===== src/rtl/sram_seq_pkg.sv =====
// Shared types and constants for the external async SRAM access sequencer.
package sram_seq_pkg;

    localparam int unsigned ADDR_W    = 18;
    localparam int unsigned ADDR_LO_W = 16;
    localparam int unsigned DATA_W    = 16;
    localparam int unsigned WAIT_W    = 4;

    // CTRL write bit positions
    localparam int unsigned CTRL_AUTOINC = 0;
    localparam int unsigned CTRL_A_LO    = 1;
    localparam int unsigned CTRL_A_HI    = 2;
    localparam int unsigned CTRL_FETCH   = 3;
    localparam int unsigned CTRL_CLR_ERR = 4;

    // STATUS read bit positions (AUTOINC and A17:A16 share the CTRL positions)
    localparam int unsigned STAT_ERR  = 4;
    localparam int unsigned STAT_BUSY = 5;

    typedef enum logic [2:0] {
        ST_IDLE,
        ST_W_SETUP,
        ST_W_PULSE,
        ST_W_HOLD,
        ST_R_ACCESS,
        ST_R_SAMPLE
    } state_t;

    // Assemble the CTRL/STATUS read word
    function automatic logic [DATA_W-1:0] status_word(input logic busy, input logic err,
                                                      input logic [1:0] a_hi, input logic autoinc);
        status_word = '0;
        status_word[STAT_BUSY]              = busy;
        status_word[STAT_ERR]               = err;
        status_word[CTRL_A_HI:CTRL_A_LO]    = a_hi;
        status_word[CTRL_AUTOINC]           = autoinc;
    endfunction

endpackage


===== src/rtl/sram_seq_if.sv =====
// CPU-side IO register bus between the j1 strobes and the SRAM sequencer.
interface sram_seq_if;
    import sram_seq_pkg::*;

    logic              io_wr;
    logic              io_rd;
    logic              sel_addr;
    logic              sel_data;
    logic              sel_ctrl;
    logic [DATA_W-1:0] wd;
    logic [DATA_W-1:0] rd;

    modport master (
        output io_wr, io_rd, sel_addr, sel_data, sel_ctrl, wd,
        input  rd
    );

    modport slave (
        input  io_wr, io_rd, sel_addr, sel_data, sel_ctrl, wd,
        output rd
    );

endinterface


===== src/rtl/sram_seq.sv =====
// Timed write/read cycle generator for the 256K x 16 async SRAM with
// auto-increment addressing and a one-word read prefetch buffer.
module sram_seq
    import sram_seq_pkg::*;
#(
    parameter int unsigned WAIT_CYCLES = 2
) (
    input  logic              clk,
    input  logic              reset,
    sram_seq_if.slave         bus,
    output logic [ADDR_W-1:0] sram_a,
    output logic [DATA_W-1:0] sram_dq_out,
    output logic              sram_dq_oe,
    input  logic [DATA_W-1:0] sram_dq_in,
    output logic              sram_ncs,
    output logic              sram_nwe,
    output logic              sram_noe
);

    localparam logic [WAIT_W-1:0] WAIT_LOAD = WAIT_W'(WAIT_CYCLES - 1);

    state_t              state;
    logic [WAIT_W-1:0]   wait_cnt;
    logic [ADDR_W-1:0]   addr_q;
    logic                autoinc_q;
    logic                err_q;
    logic [DATA_W-1:0]   rbuf_q;

    logic                busy_c;
    logic                addr_wr_c;
    logic                ctrl_wr_c;
    logic                data_wr_c;
    logic                data_rd_c;
    logic                fetch_c;
    logic                clr_err_c;
    logic                collide_c;
    logic                start_wr_c;
    logic                start_rd_c;
    logic [DATA_W-1:0]   status_c;

    // Register-access decode and collision detection
    assign busy_c     = (state != ST_IDLE);
    assign addr_wr_c  = bus.io_wr & bus.sel_addr;
    assign ctrl_wr_c  = bus.io_wr & bus.sel_ctrl;
    assign data_wr_c  = bus.io_wr & bus.sel_data;
    assign data_rd_c  = bus.io_rd & bus.sel_data;
    assign fetch_c    = ctrl_wr_c & bus.wd[CTRL_FETCH];
    assign clr_err_c  = ctrl_wr_c & bus.wd[CTRL_CLR_ERR];
    assign collide_c  = busy_c & (data_wr_c | ctrl_wr_c | addr_wr_c | data_rd_c);
    assign start_wr_c = ~busy_c & data_wr_c;
    assign start_rd_c = ~busy_c & (fetch_c | (data_rd_c & autoinc_q));

    assign sram_a   = addr_q;
    assign status_c = status_word(busy_c, err_q, addr_q[ADDR_W-1:ADDR_LO_W], autoinc_q);

    // CPU read mux; zero when nothing is selected so the top can OR it in
    assign bus.rd = bus.sel_data ? rbuf_q :
                    bus.sel_ctrl ? status_c :
                    bus.sel_addr ? addr_q[ADDR_LO_W-1:0] : '0;

    // Access FSM with registered pad controls; strobes load the next state's pin levels
    always_ff @(posedge clk) begin
        if (reset) begin
            state       <= ST_IDLE;
            wait_cnt    <= '0;
            addr_q      <= '0;
            autoinc_q   <= 1'b0;
            err_q       <= 1'b0;
            rbuf_q      <= '0;
            sram_dq_out <= '0;
            sram_dq_oe  <= 1'b0;
            sram_ncs    <= 1'b1;
            sram_nwe    <= 1'b1;
            sram_noe    <= 1'b1;
        end else begin
            // A collision in the same cycle as a clear wins
            err_q <= (err_q & ~clr_err_c) | collide_c;

            case (state)
                ST_IDLE: begin
                    if (addr_wr_c) begin
                        addr_q[ADDR_LO_W-1:0] <= bus.wd;
                    end
                    if (ctrl_wr_c) begin
                        autoinc_q                    <= bus.wd[CTRL_AUTOINC];
                        addr_q[ADDR_W-1:ADDR_LO_W]   <= bus.wd[CTRL_A_HI:CTRL_A_LO];
                    end
                    if (start_wr_c) begin
                        state       <= ST_W_SETUP;
                        sram_ncs    <= 1'b0;
                        sram_dq_oe  <= 1'b1;
                        sram_dq_out <= bus.wd;
                    end else if (start_rd_c) begin
                        state    <= ST_R_ACCESS;
                        sram_ncs <= 1'b0;
                        sram_noe <= 1'b0;
                        wait_cnt <= WAIT_LOAD;
                    end
                end
                ST_W_SETUP: begin
                    state    <= ST_W_PULSE;
                    sram_nwe <= 1'b0;
                    wait_cnt <= WAIT_LOAD;
                end
                ST_W_PULSE: begin
                    if (wait_cnt == '0) begin
                        state    <= ST_W_HOLD;
                        sram_nwe <= 1'b1;
                    end else begin
                        wait_cnt <= wait_cnt - WAIT_W'(1);
                    end
                end
                ST_W_HOLD: begin
                    state      <= ST_IDLE;
                    sram_ncs   <= 1'b1;
                    sram_dq_oe <= 1'b0;
                    if (autoinc_q) begin
                        addr_q <= addr_q + ADDR_W'(1);
                    end
                end
                ST_R_ACCESS: begin
                    if (wait_cnt == '0) begin
                        state <= ST_R_SAMPLE;
                    end else begin
                        wait_cnt <= wait_cnt - WAIT_W'(1);
                    end
                end
                ST_R_SAMPLE: begin
                    state    <= ST_IDLE;
                    sram_ncs <= 1'b1;
                    sram_noe <= 1'b1;
                    rbuf_q   <= sram_dq_in;
                    if (autoinc_q) begin
                        addr_q <= addr_q + ADDR_W'(1);
                    end
                end
                default: begin
                    state      <= ST_IDLE;
                    sram_ncs   <= 1'b1;
                    sram_nwe   <= 1'b1;
                    sram_noe   <= 1'b1;
                    sram_dq_oe <= 1'b0;
                end
            endcase
        end
    end

endmodule


===== src/flat_wrapper.sv =====
// flat-port wrapper written by rule: the top's interface ports become plain ports
module sram_seq_flat import sram_seq_pkg::*;
#(
    parameter int unsigned WAIT_CYCLES = 2
)
  (clk, reset, sram_a, sram_dq_out, sram_dq_oe, sram_dq_in, sram_ncs, sram_nwe, sram_noe, bus_io_wr, bus_io_rd, bus_sel_addr, bus_sel_data, bus_sel_ctrl, bus_wd, bus_rd);
  sram_seq_if bus_i ();
  input  logic clk;
  input  logic reset;
  output logic [ADDR_W-1:0] sram_a;
  output logic [DATA_W-1:0] sram_dq_out;
  output logic sram_dq_oe;
  input  logic [DATA_W-1:0] sram_dq_in;
  output logic sram_ncs;
  output logic sram_nwe;
  output logic sram_noe;
  input wire logic [$bits(bus_i.io_wr)-1:0] bus_io_wr;
  input wire logic [$bits(bus_i.io_rd)-1:0] bus_io_rd;
  input wire logic [$bits(bus_i.sel_addr)-1:0] bus_sel_addr;
  input wire logic [$bits(bus_i.sel_data)-1:0] bus_sel_data;
  input wire logic [$bits(bus_i.sel_ctrl)-1:0] bus_sel_ctrl;
  input wire logic [$bits(bus_i.wd)-1:0] bus_wd;
  output wire logic [$bits(bus_i.rd)-1:0] bus_rd;
  assign bus_i.io_wr = bus_io_wr;
  assign bus_i.io_rd = bus_io_rd;
  assign bus_i.sel_addr = bus_sel_addr;
  assign bus_i.sel_data = bus_sel_data;
  assign bus_i.sel_ctrl = bus_sel_ctrl;
  assign bus_i.wd = bus_wd;
  assign bus_rd = bus_i.rd;
  sram_seq #(.WAIT_CYCLES(WAIT_CYCLES)) u_core (.clk(clk), .reset(reset), .bus(bus_i), .sram_a(sram_a), .sram_dq_out(sram_dq_out), .sram_dq_oe(sram_dq_oe), .sram_dq_in(sram_dq_in), .sram_ncs(sram_ncs), .sram_nwe(sram_nwe), .sram_noe(sram_noe));
endmodule

===== config.mk =====
export PLATFORM = sky130hd
export DESIGN_NAME = sram_seq_flat
export DESIGN_NICKNAME = d
export VERILOG_FILES = /design/src/rtl/sram_seq_pkg.sv /design/src/rtl/sram_seq_if.sv /design/src/rtl/sram_seq.sv /design/src/flat_wrapper.sv
export SDC_FILE = /design/constraint.sdc
export NUM_CORES = 1
export LEC_CHECK = 0
export BUFFER_PORTS_ARGS = -buffer_cell sky130_fd_sc_hd__buf_2
export CORE_MARGIN = 2
export CORE_UTILIZATION = 58
export CTS_BUF_LIST = sky130_fd_sc_hd__clkbuf_8
export CTS_CLUSTER_SIZE = 40
export DETAILED_ROUTE_END_ITERATION = 6
export HOLD_SLACK_MARGIN = 0.06
export PLACE_DENSITY = 0.95
export SYNTH_ARGS = -nofsm -noshare
export SYNTH_HDL_FRONTEND = slang
export SYNTH_SLANG_ARGS = --single-unit

===== constraint.sdc =====
create_clock -name clk -period 4.95 [get_ports clk]
set_input_delay 0.2475 -clock clk [delete_from_list [all_inputs] [get_ports clk]]
set_output_delay 0.2475 -clock clk [all_outputs]
set_load 0.02 [all_outputs]

==> metrics <==
minimum clock period after layout=2.584 ns; clock network latency to the later pin of the worst-skew pair=between 0.3 and 0.4 ns; Post-Syn Instances=425; peak fanout along the critical path=34; sink count of the clock tree=63; max-cap check violation count=0; TNS Setup=0 ns; CTS buffer count=9; setup violators final=0; P_int=~1.1 mW; cells along the critical path=xor2_1 -> nand2_1 -> or4_1 -> a41oi_2; final instance area=about 3800 µm²; share of post-route cells with drive strength above 1=between 20 and 25%; number of buffers inserted by hold repair at cts=0; syn_area_per_cell=around 7.6 µm²; first-pass GRT wire length=14.92 mm; clock slew at reported path FFs=0.07 ns; met1 routed wirelength after detailed routing=3.626 mm; leakage component of the power=~1.6 nW; overflow left after global routing=0; synthesized-area fraction occupied by xor and xnor cells=about 1.4%; hold depth=3; vias in the first global route=between 3000 and 4000; gpl congestion=between 0.8 and 0.9; vias after detailed routing=between 3000 and 4000; Core Footprint=~5400 µm²; detailed router's first-iteration violation count=326; slack of the worst reg-to-reg path=~2.4 ns; chip width=78.52 µm; Cell Area, Placed=between 3000 and 4000 µm²; most frequent cells after synthesis=nand2_1 (88), a21oi_1 (66), dfxtp_1 (63), nor2_1 (23), clkbuf_1 (22); met2 routed WL=roughly 4.4 mm; required arrival time at the worst endpoint=5.23 ns; worst slack at placement=about 2.5 ns; source of the worst hold timing path=sram_dq_in[5]; DRT Wirelength=9.004 mm; Seq pwr share=between 40 and 50%; count of buffers from port buffering=about 90; Detailed Place HPWL=~6 mm; startpoint of the most critical register-to-register path=u_core.state[1]; mux share of post-synthesis cell area=approximately 1%; Synth Area in Compound Gates=25.21%; kind of end point of the critical path=flop; Slowest-stage cell, CP=or4_1; average detailed-routed wire length per instance=between 15 and 20 µm; combinational share of power=approximately a third; Synth top area share=between 30% and 40%; DR DRC count=0; Psw=roughly 0.73 mW; count of flip-flops with a built-in enable after synthesis=0; endpoint with the worst hold slack=u_core.rbuf_q[5]; worst endpoint data arrival time=2.86 ns; cell accounting for the most synthesized area=dfxtp_1; maximum number of pins on one net before global-route repair=64; remaining antenna violation count after routing=0; antenna violations before repair=0; post-synth design cell area=around 3200 µm²; register area share after synthesis=around 40%; net switching share of the total power=40.58%; outcome=finished clean; worst reg2reg path depth=4; Fin. Hold Viols=0; area growth from synthesis to layout=19.19%; category of the most critical setup path=reg -> reg; post-synthesis sequential element count=63; Setup Fix Bufs, Post-CTS=0; H-tree lvl count=3; full die area=6165 µm²; vertical die dimension=78.52 µm; Warnings, synthesis=0; total global-route track usage=a little under a third; achievable frequency=a little under 400 MHz; Final Skew=around 0.0080 ns; post-synthesis share of cell area spent on full adders, half adders and majority gates=1.166%; antenna cell count=0; routed via count divided by cell count=approximately 6.0; Clock Root Buffer=clkbuf_8; clock network fraction of total power=between 20% and 30%; Initial Utilization=about three fifths; number of top-level pins=93; setup repair after global routing missed its margin=false; first drt pass iteration count=5; normalized max-slew margin=approximately a quarter; delay of the slowest critical-path stage=between 0.7 and 0.8 ns; Max Buffers Root-to-Sink=2; final period utilization=a little over half; routed wire length on met3=a little over 800 µm; cell types occupying the most area after synthesis=dfxtp_1 (39%), a21oi_1 (10%), nand2_1 (10%); Tightest Pin Transition=about 1.1 ns; standard-cell rows=27; post-CTS sizing=0; startpoint type of the worst setup path=flop; main combinational cell family by area after synthesis=simple AND/OR/NAND/NOR gates; Power Density=roughly 470 nW/µm²; highest routing layer actually used=met4; TritonCTS clock tree=built; IR drop worst, VDD=between 200 and 250 µV; slack of the critical path=around 2.4 ns; synth unique cells=55; net count after synthesis=about 470; post-layout net count=between 500 and 600; capturing point of the worst reg2reg path=u_core.sram_a[17]; path category of the worst min-delay check=in -> reg; Post-synth top flop=dfxtp_1; post-synthesis async set-or-reset flop share=0%; pins over their slew limit=0; most common cell in the synthesized netlist=nand2_1; Synth Area in Simple Gates=roughly a quarter
-- cells in the final DEF, fill, tap and decap left out, types with 3 or more instances in the layout --
cell and instances:
buf_2 92, nand2_1 88, a21oi_1 66, dfxtp_1 63
nor2_1 23, o21ai_0 18, nor3_1 15, inv_1 12
a22o_1 11, clkbuf_8 10, nand3_1 8, nor4_1 6
o21ai_1 5, a21o_1 4, or3_1 4, a32oi_1 4
nand2b_1 4, nor3_2 3, nand3_2 3, xor2_1 3
o32ai_1 3, and3_1 3, o211ai_1 3, o21bai_1 3
nor2b_1 3, ha_1 3, clkinv_2 3
-- worst max-delay path, delay by kind of cell, from the launching register on --
family | cells | cell delay, ns
simple gates | 2 | 1.37
xor+xnor | 1 | 0.29
flops | 1 | 0.71
compound gates | 1 | 0.13
-- through the flow --
stage	cells	utilization [%]	total power, mW	hold slack [ns]
2_1_floorplan	425	-	1.153	0.3835
3_3_place_gp	559	66.99	1.319	0.4423
3_5_place_dp	559	66.99	1.348	0.4472
4_1_cts	575	70.49	1.784	0.1298
5_1_grt	575	70.58	1.907	0.1454
6_report	575	70.58	1.800	0.1314
-- registers in the layout, indices dropped and copies added, names as in the netlist --
signal              cells
u_core.wait_cnt         4
u_core.sram_a          18
u_core.sram_dq_out     16
u_core.sram_dq_oe       1
u_core.rbuf_q          16
u_core.sram_ncs         1
u_core.autoinc_q        1
u_core.sram_nwe         1
u_core.state            3
u_core.err_q            1
u_core.sram_noe         1
-- layer usage --
layer / global-route usage (%) / up-vias
met5: 0 / -
met4: 12.28 / 0
met3: 8.276 / 20
met2: 49.40 / 177
met1: 38.13 / 1624
li1: - / 1648
-- power by group through the flow --
stage	Clock (mW)	Sequential, mW	Combinational, mW
after CTS	0.437	0.719	0.628
after detailed placement	0	0.728	0.619
final	0.442	0.724	0.634
after global routing	0.464	0.738	0.705
after global placement	0	0.722	0.597
after floorplan	0	0.732	0.421
-- logic make-up after synthesis --
group                    Yosys count
AND/OR/NAND/NOR                  176
multiplexers                       3
XOR/XNOR                           5
buffers and inverters             42
flip-flops                        63
AO/OA/AOI/OAI                    133
adder cells (fa/ha/maj)            3
-- final cells by class --
| type | instances | area (µm²) |
|---|---|---|
| tap | 72 | 90.09 |
| clock inverter | 6 | 52.55 |
| timing repair buffer | 93 | 467.9 |
| clock buffer | 10 | 137.6 |
| multi-input combinational | 320 | 1788 |
| sequential | 63 | 1261 |
| fill | 428 | 1600 |
| inverter | 11 | 41.29 |
-- worst max-delay path by stage --
stage,start,to,slack [ns]
global route,u_core.state[1],u_core.sram_a[17],2.16
floorplan,u_core.sram_a[0],u_core.sram_a[14],2.98
CTS,u_core.state[1],u_core.sram_a[17],2.43
global placement,u_core.state[1],u_core.sram_a[17],2.55
finish,u_core.state[1],u_core.sram_a[17],2.37
detailed placement,u_core.state[1],u_core.sram_a[17],2.45
No activity file was read; power rests on OpenSTA's default activity.
